**src/rtl/byte_serial_adder32_pkg.sv**
```systemverilog
// Shared ALU definitions: FSM state encoding, slice width and operation codes
// used by the byte-serial adder.
package byte_serial_adder32_pkg;

    localparam int SLICE_W = 8;

    localparam logic OP_ADD = 1'b0;
    localparam logic OP_SUB = 1'b1;

    typedef enum logic [1:0] {
        IDLE = 2'd0,
        RUN  = 2'd1,
        DONE = 2'd2
    } state_t;

endpackage

```
**src/rtl/byte_serial_adder32_add.sv**
```systemverilog
// 8-bit carry-lookahead slice: generate/propagate per bit, carries from the
// lookahead recurrence, purely combinational.
module ADD (
    input  logic [7:0] x,
    input  logic [7:0] y,
    input  logic       cin,
    output logic [7:0] z,
    output logic       cout
);

    logic [7:0] g;
    logic [7:0] p;
    logic [8:0] c;

    // c[i+1] = g[i] | p[i]&c[i], unrolled by synthesis into two-level lookahead
    always_comb begin
        g = x & y;
        p = x ^ y;
        c = '0;
        c[0] = cin;
        for (int i = 0; i < 8; i++) begin
            c[i+1] = g[i] | (p[i] & c[i]);
        end
        z    = p ^ c[7:0];
        cout = c[8];
    end

endmodule

```
**src/rtl/byte_serial_adder32.sv**
```systemverilog
// Multi-cycle add/subtract: one shared 8-bit slice walks the operands LSB byte
// first, carry registered between bytes, flags captured with the last byte.
module byte_serial_adder32
    import byte_serial_adder32_pkg::*;
#(
    parameter int NBYTES = 4
) (
    input  logic                    clk,
    input  logic                    rst,
    input  logic                    start,
    input  logic                    op_sub,
    input  logic [8*NBYTES-1:0]     a,
    input  logic [8*NBYTES-1:0]     b,
    output logic                    busy,
    output logic                    done,
    output logic [8*NBYTES-1:0]     sum,
    output logic                    carry,
    output logic                    overflow,
    output logic                    zero,
    output logic                    sign
);

    localparam int W    = SLICE_W * NBYTES;
    localparam int IDXW = (NBYTES > 1) ? $clog2(NBYTES) : 1;

    state_t state;
    state_t next_state;

    logic [W-1:0]       opa;
    logic [W-1:0]       opb;
    logic               cr;
    logic [IDXW-1:0]    idx;
    logic [SLICE_W-1:0] slice_x;
    logic [SLICE_W-1:0] slice_y;
    logic [SLICE_W-1:0] slice_z;
    logic               slice_cout;
    logic [W-1:0]       sum_next;
    logic               accept;
    logic               last_byte;

    assign accept    = start && ((state == IDLE) || (state == DONE));
    assign last_byte = (idx == IDXW'(NBYTES - 1));

    always_ff @(posedge clk) begin
        if (rst) begin
            state <= IDLE;
        end else begin
            state <= next_state;
        end
    end

    // A start arriving while DONE is shown chains straight into the next RUN
    always_comb begin
        next_state = state;
        case (state)
            IDLE:    if (start) next_state = RUN;
            RUN:     if (last_byte) next_state = DONE;
            DONE:    next_state = start ? RUN : IDLE;
            default: next_state = IDLE;
        endcase
    end

    always_comb begin
        busy = (state == RUN);
        done = (state == DONE);
    end

    always_comb begin
        slice_x  = opa[idx*SLICE_W +: SLICE_W];
        slice_y  = opb[idx*SLICE_W +: SLICE_W];
        sum_next = sum;
        sum_next[idx*SLICE_W +: SLICE_W] = slice_z;
    end

    ADD u_slice (
        .x    (slice_x),
        .y    (slice_y),
        .cin  (cr),
        .z    (slice_z),
        .cout (slice_cout)
    );

    // Subtraction is a + ~b + 1: the +1 rides in as the carry into byte 0
    always_ff @(posedge clk) begin
        if (rst) begin
            opa      <= '0;
            opb      <= '0;
            cr       <= 1'b0;
            idx      <= '0;
            sum      <= '0;
            carry    <= 1'b0;
            overflow <= 1'b0;
            zero     <= 1'b0;
            sign     <= 1'b0;
        end else if (accept) begin
            opa <= a;
            opb <= (op_sub == OP_SUB) ? ~b : b;
            cr  <= op_sub;
            idx <= '0;
        end else if (state == RUN) begin
            sum <= sum_next;
            cr  <= slice_cout;
            idx <= idx + 1'b1;
            if (last_byte) begin
                carry    <= slice_cout;
                overflow <= (opa[W-1] == opb[W-1]) && (slice_z[SLICE_W-1] != opa[W-1]);
                zero     <= (sum_next == '0);
                sign     <= slice_z[SLICE_W-1];
            end
        end
    end

endmodule

```
**config.mk**
```make
export PLATFORM = sky130hd
export DESIGN_NAME = byte_serial_adder32
export DESIGN_NICKNAME = d
export VERILOG_FILES = /design/src/rtl/byte_serial_adder32_pkg.sv /design/src/rtl/byte_serial_adder32_add.sv /design/src/rtl/byte_serial_adder32.sv
export SDC_FILE = /design/constraint.sdc
export NUM_CORES = 1
export LEC_CHECK = 0
export ABC_AREA = 1
export BUFFER_PORTS_ARGS = -buffer_cell sky130_fd_sc_hd__buf_4
export CAP_MARGIN = 20
export CORE_ASPECT_RATIO = 1.4
export CORE_UTILIZATION = 50
export DETAILED_ROUTE_END_ITERATION = 6
export PLACE_DENSITY = 0.76
export RECOVER_POWER = 25
export SLEW_MARGIN = 10
export SYNTH_ARGS = -nofsm -noshare
export SYNTH_HDL_FRONTEND = slang
export SYNTH_SLANG_ARGS = --single-unit
```
**constraint.sdc**
```tcl
create_clock -name clk -period 5.1 [get_ports clk]
set_input_delay 0.255 -clock clk [delete_from_list [all_inputs] [get_ports clk]]
set_output_delay 0.255 -clock clk [all_outputs]
set_load 0.02 [all_outputs]
```
==> impl_results.md, run 1 <==
- Share of cells above drive strength 1: 14.06%
- HPWL after DPL: 10290 um
- Synth warnings: 0
- Hold depth: 3
- Worst R2R Path Depth: 21
- Tmin final: 4.868 ns
- Row cnt: 44
- Post-synthesis cell area: 5283 um2
- Hold Path End: opa[14]$_SDFFE_PP0P_
- Core Region: 10350 um2
- Final Hold Viols: 0
- FF+latch count, synth: 105
- WL per Instance: 14.77 um
- Endpoints failing setup: 0
- MaxCap Viol Count: 0
- Worst skew pair latency: 0.35 ns
- Pins Over Slew Limit: 0
- Clk buf depth: 2
- Initial antenna violation count: 0
- Fin Setup TNS: 0 ns
- CTS tree: yes
- Lkg Pwr: 2.788 nW
- Residual DRC: 0
- Synth Area per Inst: 7.168 um2
- Die X: 88.87 um
- Hold Buf Count CTS: 0
- Via density: 5.298
- WHS: 0.1543 ns
- Fmax: 205.4 MHz
- CTS buffer count: 9
- Slew headroom: 50.31%
- Initial core utilization: 51.04%
- Reg-to-reg startpoint: idx[1]$_SDFFE_PP0P_
- Flop-to-flop setup slack: 0.23 ns
- Status: finished clean
- Antenna diodes: 0
- Clk_skew: 0.005843 ns
- Area Overhead vs Synth: 19.71%
- Setup CP Type: reg2reg
- H-tree levels: 3
- Tot GR Track Use: 26.85%
- Hold_sp: a[14]
- Wire length of the first global-routing pass: 22230 um
- Post-Syn Instances: 737
- Dpl ws: 0.1956 ns
- CTS root buffer: clkbuf_16
- Post-synthesis sequential area ratio: 39.79%
- Clk slew on worst S/H paths: 0.07 ns
- DRT antenna net count: 0
- Fillers: 1054
- Initial DRC count: 232
- CP max FO: 9
- Port buffer count: 105
- Height of the die: 123.6 um
- Global placement routability congestion: 0.9396
- Via count: 5102
- Library cells used by synthesis: 28
- Total wire length: 14220 um
- CP Data Required Time: 5.38 ns
- Die area: 10990 um2
- Non-Filler Instances: 963
- I/O pin count: 106
- Hold crit path type: in2reg
- Largest net degree at the start of global routing: 89
- First drt pass iteration count: 4
- Fin worst setup slack: 0.2321 ns
- NumNets Final: 902
- Design Power: 2.101 mW
- Vias in the first global route: 4704
- Fin crit share: 95.45%
- CP arrival: 5.15 ns
- Worst Setup End Kind: flip-flop
- GR Overflow Total: 0
- Critical Path Source Type: flip-flop
- Placed cell count: 946
- R2r endpoint: zero$_SDFFE_PP0P_
- Worst Tran Pin Value: 0.7453 ns
- Sink Count: 105
- Syn nets: 819
- Pwr/cell area: 332.3 nW/um2
- VDD IR max: 0.1942 mV
-- registers in the layout (all words and copies together), names as in the netlist, 2 cells and up --
name   count
idx        2
opa       32
opb       32
state      2
sum       32
-- area by class of cell --
type	count	area [um2]	share of cell area, %
Clock buffer	12	246.5	3.898
Clock inverter	4	28.78	0.4551
Inverter	80	300.3	4.749
Multi-Input combinational cell	506	2710	42.86
Sequential cell	105	2107	33.32
Tap cell	138	172.7	2.731
Timing Repair Buffer	118	758.2	11.99
-- metrics by stage --
stage          area (um2)  util [%]
6_report             6324     61.10
5_1_grt              6324     61.10
4_1_cts              6417     62.00
3_5_place_dp         6142     59.34
3_3_place_gp         6142     59.34
2_1_floorplan        5283         -
-- synthesized netlist by cell type --
cell type / number / area (um2)
xnor2_1: 32 / 280.3
fa_1: 8 / 160.2
a32o_1: 6 / 60.06
nand2_2: 1 / 6.260
dfxtp_1: 105 / 2102
o211a_1: 1 / 10.01
o211ai_1: 21 / 157.7
o22ai_1: 8 / 50.05
nand3_4: 1 / 17.52
clkinv_1: 2 / 7.510
clkbuf_1: 25 / 93.84
a21oi_1: 65 / 325.3
buf_1: 2 / 7.510
buf_4: 1 / 7.510
nand3b_1: 1 / 7.510
o21ai_0: 103 / 515.5
o21a_1: 4 / 30.03
inv_1: 75 / 281.5
nand3_1: 15 / 75.07
buf_2: 18 / 90.09
inv_2: 3 / 11.26
a21boi_1: 6 / 45.04
nor2_2: 1 / 6.260
ha_1: 6 / 75.07
nor2_1: 109 / 409.1
nand2_1: 115 / 431.7
o21ai_1: 2 / 10.01
a21oi_2: 1 / 8.760
-- repair_timing --
| action | in CTS | in global routing |
|---|---|---|
| setup endpoints to repair | 0 | 1 |
| setup buffers | 0 | 1 |
| endpoints found under the hold margin | 0 | 0 |
| resized for setup | 0 | 12 |
-- layer usage --
layer	global-route usage, %	vias to the layer above	wire, um
li1	-	2565	-
met1	30.86	2363	5769
met2	47.64	141	7407
met3	4.042	33	548
met4	13.71	0	497
met5	0	-	0
-- cell families after synthesis --
logic type,Yosys count,synth area share [%]
flip-flops,105,39.79
AO/OA/AOI/OAI,217,22.95
buffers and inverters,126,9.451
adder cells (fa/ha/maj),14,4.453
AND/OR/NAND/NOR,243,18.05
XOR/XNOR,32,5.306
-- worst max-delay path by stage --
stage                        end  slack (ns)                start  depth (start not counted)
3_3_place_gp   zero$_SDFFE_PP0P_        0.31  idx[0]$_SDFFE_PP0P_                         19
5_1_grt        zero$_SDFFE_PP0P_      -0.007  idx[1]$_SDFFE_PP0P_                         21
4_1_cts        zero$_SDFFE_PP0P_        0.14  idx[1]$_SDFFE_PP0P_                         21
6_report       zero$_SDFFE_PP0P_        0.23  idx[1]$_SDFFE_PP0P_                         21
3_5_place_dp   zero$_SDFFE_PP0P_        0.20  idx[1]$_SDFFE_PP0P_                         21
2_1_floorplan  zero$_SDFFE_PP0P_        0.14  idx[0]$_SDFFE_PP0P_                         23
-- critical path: stages, from the launching register on --
cell	delay, ns
dfxtp_4	0.39
buf_6	0.13
o21ai_1	0.10
o22ai_2	0.23
fa_2	0.23
inv_1	0.05
fa_1	0.39
fa_2	0.36
fa_1	0.39
fa_1	0.39
fa_1	0.39
fa_1	0.37
inv_1	0.09
fa_2	0.50
nand2_1	0.10
o21a_1	0.14
nand2_1	0.06
nor2_1	0.11
nand2_1	0.06
nor2_1	0.10
nand2_1	0.08
a21oi_2	0.13
-- where the power goes --
part           internal (mW)  switching, mW
Combinational          0.198          0.315
Sequential             0.890         0.0489
Clock                  0.345          0.305
-- cells in the final DEF, fill, tap and decap left out, types with 14 or more instances in the layout --
cell and instances:
xnor2_1 32, nand2_1 115, o211ai_1 21, dfxtp_1 103
o21ai_0 102, nor2_1 107, clkbuf_1 37, nand3_1 14
a21oi_1 65, inv_1 73, buf_4 82
Power figures use the tool's default switching activity.
==> run 2, diff against run 1 <==
BUFFER_PORTS_ARGS = -buffer_cell sky130_fd_sc_hd__buf_2   (was -buffer_cell sky130_fd_sc_hd__buf_4)
CELL_PAD_IN_SITES_DETAIL_PLACEMENT = 0   (was unset)
CELL_PAD_IN_SITES_GLOBAL_PLACEMENT = 1   (was unset)
CORE_UTILIZATION = 36   (was 50)
PLACE_DENSITY = unset   (was 0.76)
PLACE_DENSITY_LB_ADDON = 0.1   (was unset)
==> run 2 against run 1 <==
Effect of this change:
- clock power is 10% higher
- sequential share of layout area is 0.39 points higher
- largest cell class unchanged
- sequential power hardly changed
- first-iteration DRC count is 23% lower
==> impl_results.md, run 2 (synthesized netlist as in run 1, its figures left out) <==
- DRT antenna net count: 0
- Fin crit share: 93.81%
- Tmin final: 4.784 ns
- Largest net degree at the start of global routing: 75
- CTS buffer count: 9
- Fin Setup TNS: 0 ns
- HPWL after DPL: 11190 um
- Most common cell after layout, fill and taps aside: nand2_1
- Worst R2R Path Depth: 21
- Hold crit path type: in2reg
- Area Overhead vs Synth: 18.10%
- Non-Filler Instances: 1015
- Initial core utilization: 36.74%
- Clk slew on worst S/H paths: 0.07 ns
- Wire length on met3: 462 um
- Worst Setup End Kind: flip-flop
- Sw Ratio: 31.28%
- Gate power share: 23.2%
- Wire length of the first global-routing pass: 24580 um
- Status: finished clean
- VDD IR max: 0.1980 mV
- Share of cells above drive strength 1: 13.44%
- CP max FO: 12
- Top layer in use: met4
- Height of the die: 145.3 um
- Reg power frac: 43.6%
- Endpoints failing setup: 0
- I/O pin count: 106
- WL per Instance: 14.87 um
- Clk buf depth: 2
- Design Power: 2.151 mW
- Sink Count: 105
- CTS tree: yes
- Initial DRC count: 179
- Critical Path Source Type: flip-flop
- Core Region: 14380 um2
- Setup CP Type: reg2reg
- Lkg Pwr: 2.757 nW
- Hold Buf Count CTS: 0
- Row cnt: 52
- Regs by FF count: opa (32), opb (32), sum (32)
- Via density: 4.884
- Area after DPL: 5951 um2
- M1 wire length: 6661 um
- Worst Tran Pin Value: 0.9209 ns
- Pins Over Slew Limit: 0
- CP arrival: 5.06 ns
- Final Hold Viols: 0
- H-tree levels: 3
- Residual DRC: 0
- MaxCap Viol Count: 0
- NumNets Final: 903
- Placed cell count: 998
- Post-CTS Resized: 0
- Die X: 104.4 um
- Clk_skew: 0.008051 ns
- Initial antenna violation count: 0
- DR WL met2: 7478 um
- CP Data Required Time: 5.37 ns
- Post-CTS Setup Bufs: 0
- Worst skew pair latency: 0.34 ns
- CTS root buffer: clkbuf_16
- Die area: 15170 um2
- P_int: 1.478 mW
- RSZ-0062 raised after global routing: no
- Sw Pwr: 0.6727 mW
- Port buffer count: 105
- Slew headroom: 38.61%
- Finished layout cell area: 6238 um2
- First drt pass iteration count: 4
- Most frequent cells in the layout: nand2_1, nor2_1, dfxtp_1, o21ai_0, inv_1
- Clk pwr share: 33.2%
- Total wire length: 15090 um
- Tot GR Track Use: 20.39%
- Global placement routability congestion: 0.8503
- Vias in the first global route: 4776
- GR Overflow Total: 0
- Via count: 4957
- Antenna diodes: 0
- Pwr/cell area: 344.8 nW/um2
- Fmax: 209.0 MHz
- Hold depth: 3
run 2: changes by cell type in the layout (fill, tap and decap cells not counted), moves of 2 or more:
cell | before | now
buf_2 | 0 | 70
buf_4 | 82 | 13
fa_1 | 5 | 7
fa_2 | 3 | 1
run 2: cell type report:
class	count	area, um2
Fill cell	1589	8140
Multi-Input combinational cell	506	2691
Sequential cell	105	2103
Timing Repair Buffer	119	599.3
Tap cell	189	236.5
Clock buffer	12	256.5
Clock inverter	4	51.30
Inverter	80	300.3
run 2: path summary, 6_finish.rpt:
check | startpoint | endpoint | slack [ns]
min | a[23] | opa[23]$_SDFFE_PP0P_ | 0.17
max | idx[0]$_SDFFE_PP0P_ | zero$_SDFFE_PP0P_ | 0.32
max reg2reg | idx[0]$_SDFFE_PP0P_ | zero$_SDFFE_PP0P_ | 0.32
min reg2reg | sign$_SDFFE_PP0P_ | sign$_SDFFE_PP0P_ | 0.48
run 2: routing by layer:
metal  up-vias  GRT usage [%]
met4         0          8.500
met3        28          2.777
met1      2270          25.20
li1       2555              -
met2       104          35.36
met5         -              0
run 2: per-stage QoR:
step	util (%)	hold WS, ns	setup WS, ns
after floorplan	-	0.4217	0.1422
after global routing	43.39	0.1747	0.02207
after CTS	43.53	0.1516	0.2588
after global placement	41.39	0.4674	0.3517
final	43.39	0.1662	0.3155
after detailed placement	41.39	0.4682	0.2675
run 2: power by group through the flow:
stage / sequential [mW] / clock [mW] / combinational (mW)
after floorplan: 0.968 / 0 / 0.316
after global placement: 0.956 / 0 / 0.500
after detailed placement: 0.955 / 0 / 0.504
after CTS: 0.937 / 0.739 / 0.506
after global routing: 0.946 / 0.764 / 0.562
final: 0.937 / 0.715 / 0.499
run 2: critical path, cell delays in order (launching register included):
cell and delay (ns):
dfxtp_2 0.35, inv_2 0.11, buf_4 0.19, nand2_1 0.06, a32o_1 0.24, fa_1 0.45, fa_1 0.40, fa_1 0.40
fa_1 0.41, fa_1 0.39, fa_1 0.37, inv_1 0.08, fa_2 0.50, nand3_1 0.14, o21ai_1 0.08, nor2_1 0.09
nand2_1 0.05, nor2_1 0.09, nand2_1 0.06, nor2_1 0.08, nand2_1 0.07, a21oi_2 0.10
==> run 3, diff against run 2 <==
CELL_PAD_IN_SITES_GLOBAL_PLACEMENT = 2   (was 1)
CORE_UTILIZATION = 28   (was 36)
==> run 3 against run 2 <==
Effect of this change:
- wire length up 8.5%
- combinational power increased by 2%
- count of clock-buffer cells in the layout is 1 lower
- sequential power hardly changed
- maximum frequency fell by 0.14%
- sequential share of layout area down 0.53 points
==> impl_results.md, run 3 (synthesized netlist as in run 1, its figures left out) <==
- DRT antenna net count: 0
- Design Power: 2.234 mW
- Tot GR Track Use: 17.29%
- Most common cell after layout, fill and taps aside: nand2_1
- Non-Filler Instances: 1069
- Vias in the first global route: 4858
- Critical Path Source Type: flip-flop
- Fin crit share: 93.95%
- CP max FO: 8
- HPWL after DPL: 12590 um
- Hold Buf Count CTS: 0
- Worst skew pair latency: 0.35 ns
- Pins Over Slew Limit: 0
- Clk buf depth: 2
- Tmin final: 4.791 ns
- Worst Tran Pin Value: 0.9113 ns
- MaxCap Viol Count: 0
- Endpoints failing setup: 0
- Placed cell count: 1052
- Initial core utilization: 28.51%
- Global placement routability congestion: 0.8309
- First drt pass iteration count: 4
- Pwr/cell area: 351.8 nW/um2
- Worst Setup End Kind: flip-flop
- Wire length of the first global-routing pass: 25760 um
- Core Region: 18530 um2
- Via density: 4.684
- Via count: 5007
- Lkg Pwr: 2.764 nW
- Row cnt: 59
- Largest net degree at the start of global routing: 57
- Antenna diodes: 0
- CP Data Required Time: 5.39 ns
- Residual DRC: 0
- CP arrival: 5.08 ns
- GR Overflow Total: 0
- Area Overhead vs Synth: 20.20%
- Regs by FF count: opa (32), opb (32), sum (32)
- Die X: 118.1 um
- WL per Instance: 15.32 um
- Final Util: 34.27%
- Fmax: 208.7 MHz
- Total wire length: 16370 um
- Clk_skew: 0.01049 ns
- I/O pin count: 106
- Fillers: 2089
- Die area: 19430 um2
- Most frequent cells in the layout: nand2_1, nor2_1, o21ai_0, dfxtp_1, inv_1
- Final Hold Viols: 0
- WHS: 0.1573 ns
- CTS buffer count: 9
- H-tree levels: 3
- VDD IR max: 0.1844 mV
- Initial antenna violation count: 0
- Clk slew on worst S/H paths: 0.07 ns
- CTS root buffer: clkbuf_16
- Sequential Area: 2107 um2
- Initial DRC count: 229
- NumNets Final: 902
- CTS tree: yes
- Multi-input logic area: 2704 um2
- Status: finished clean
- Hold crit path type: in2reg
- Port buffer count: 105
- Fin Setup TNS: 0 ns
- Sink Count: 105
- Setup CP Type: reg2reg
- Slew headroom: 39.25%
- RSZ-0062 raised after global routing: no
- Height of the die: 164.5 um
- Share of cells above drive strength 1: 14.18%
==> run 3: per-layer routing <==
metal / wire length [um] / share of wire [%] / GRT usage (%)
met5: 0 / 0 / 0
met4: 363 / 2.2 / 6.818
met3: 523 / 3.2 / 2.866
met2: 8791 / 54 / 32.97
met1: 6694 / 41 / 18.94
==> run 3: worst max-delay path: stages (launching register included) <==
cell and delay, ns:
dfxtp_4 0.40, buf_4 0.16, o21ai_0 0.09, o22ai_1 0.25, fa_2 0.23, inv_1 0.05
fa_1 0.39, fa_1 0.40, fa_2 0.36, fa_2 0.35, fa_1 0.38, fa_1 0.37
inv_1 0.09, fa_2 0.49, nand3_2 0.11, o21a_1 0.13, nand2_1 0.06, nor2_1 0.10
nand2_1 0.06, nor2_1 0.10, nand2_1 0.07, a21oi_2 0.11
==> run 3: layout make-up <==
class / count / share of cell area [%]
Sequential cell: 105 / 33.18
Clock buffer: 11 / 3.980
Timing Repair Buffer: 118 / 9.320
Tap cell: 244 / 4.808
Clock inverter: 5 / 1.340
Inverter: 80 / 4.788
Multi-Input combinational cell: 506 / 42.58
==> run 3: stage by stage <==
stage	worst slack (ns)	cell area (um2)
final	0.3086	6350
after global routing	0.02844	6350
after CTS	0.1714	6362
after detailed placement	0.2140	6025
after global placement	0.2186	6025
after floorplan	0.1422	5283
==> run 3: power breakdown <==
group	internal [mW]	switching [mW]
registers	0.890	0.0505
logic	0.184	0.323
clock network	0.460	0.326
total	1.53	0.699
==> run 3: what timing repair did <==
action                                 4_1_cts  5_1_grt
endpoints found under the hold margin        0        0
setup buffers                                0        1
gates resized for setup                      0        9
setup endpoints to repair                    0        1
==> run 3: path summary, 6_finish.rpt <==
path	cells after the start	slack (ns)	to	startpoint
worst min register to register	2	0.48	carry$_SDFFE_PP0P_	carry$_SDFFE_PP0P_
worst max-delay path	21	0.31	zero$_SDFFE_PP0P_	idx[1]$_SDFFE_PP0P_
worst min-delay path	3	0.16	opa[17]$_SDFFE_PP0P_	a[17]
worst max register to register	21	0.31	zero$_SDFFE_PP0P_	idx[1]$_SDFFE_PP0P_
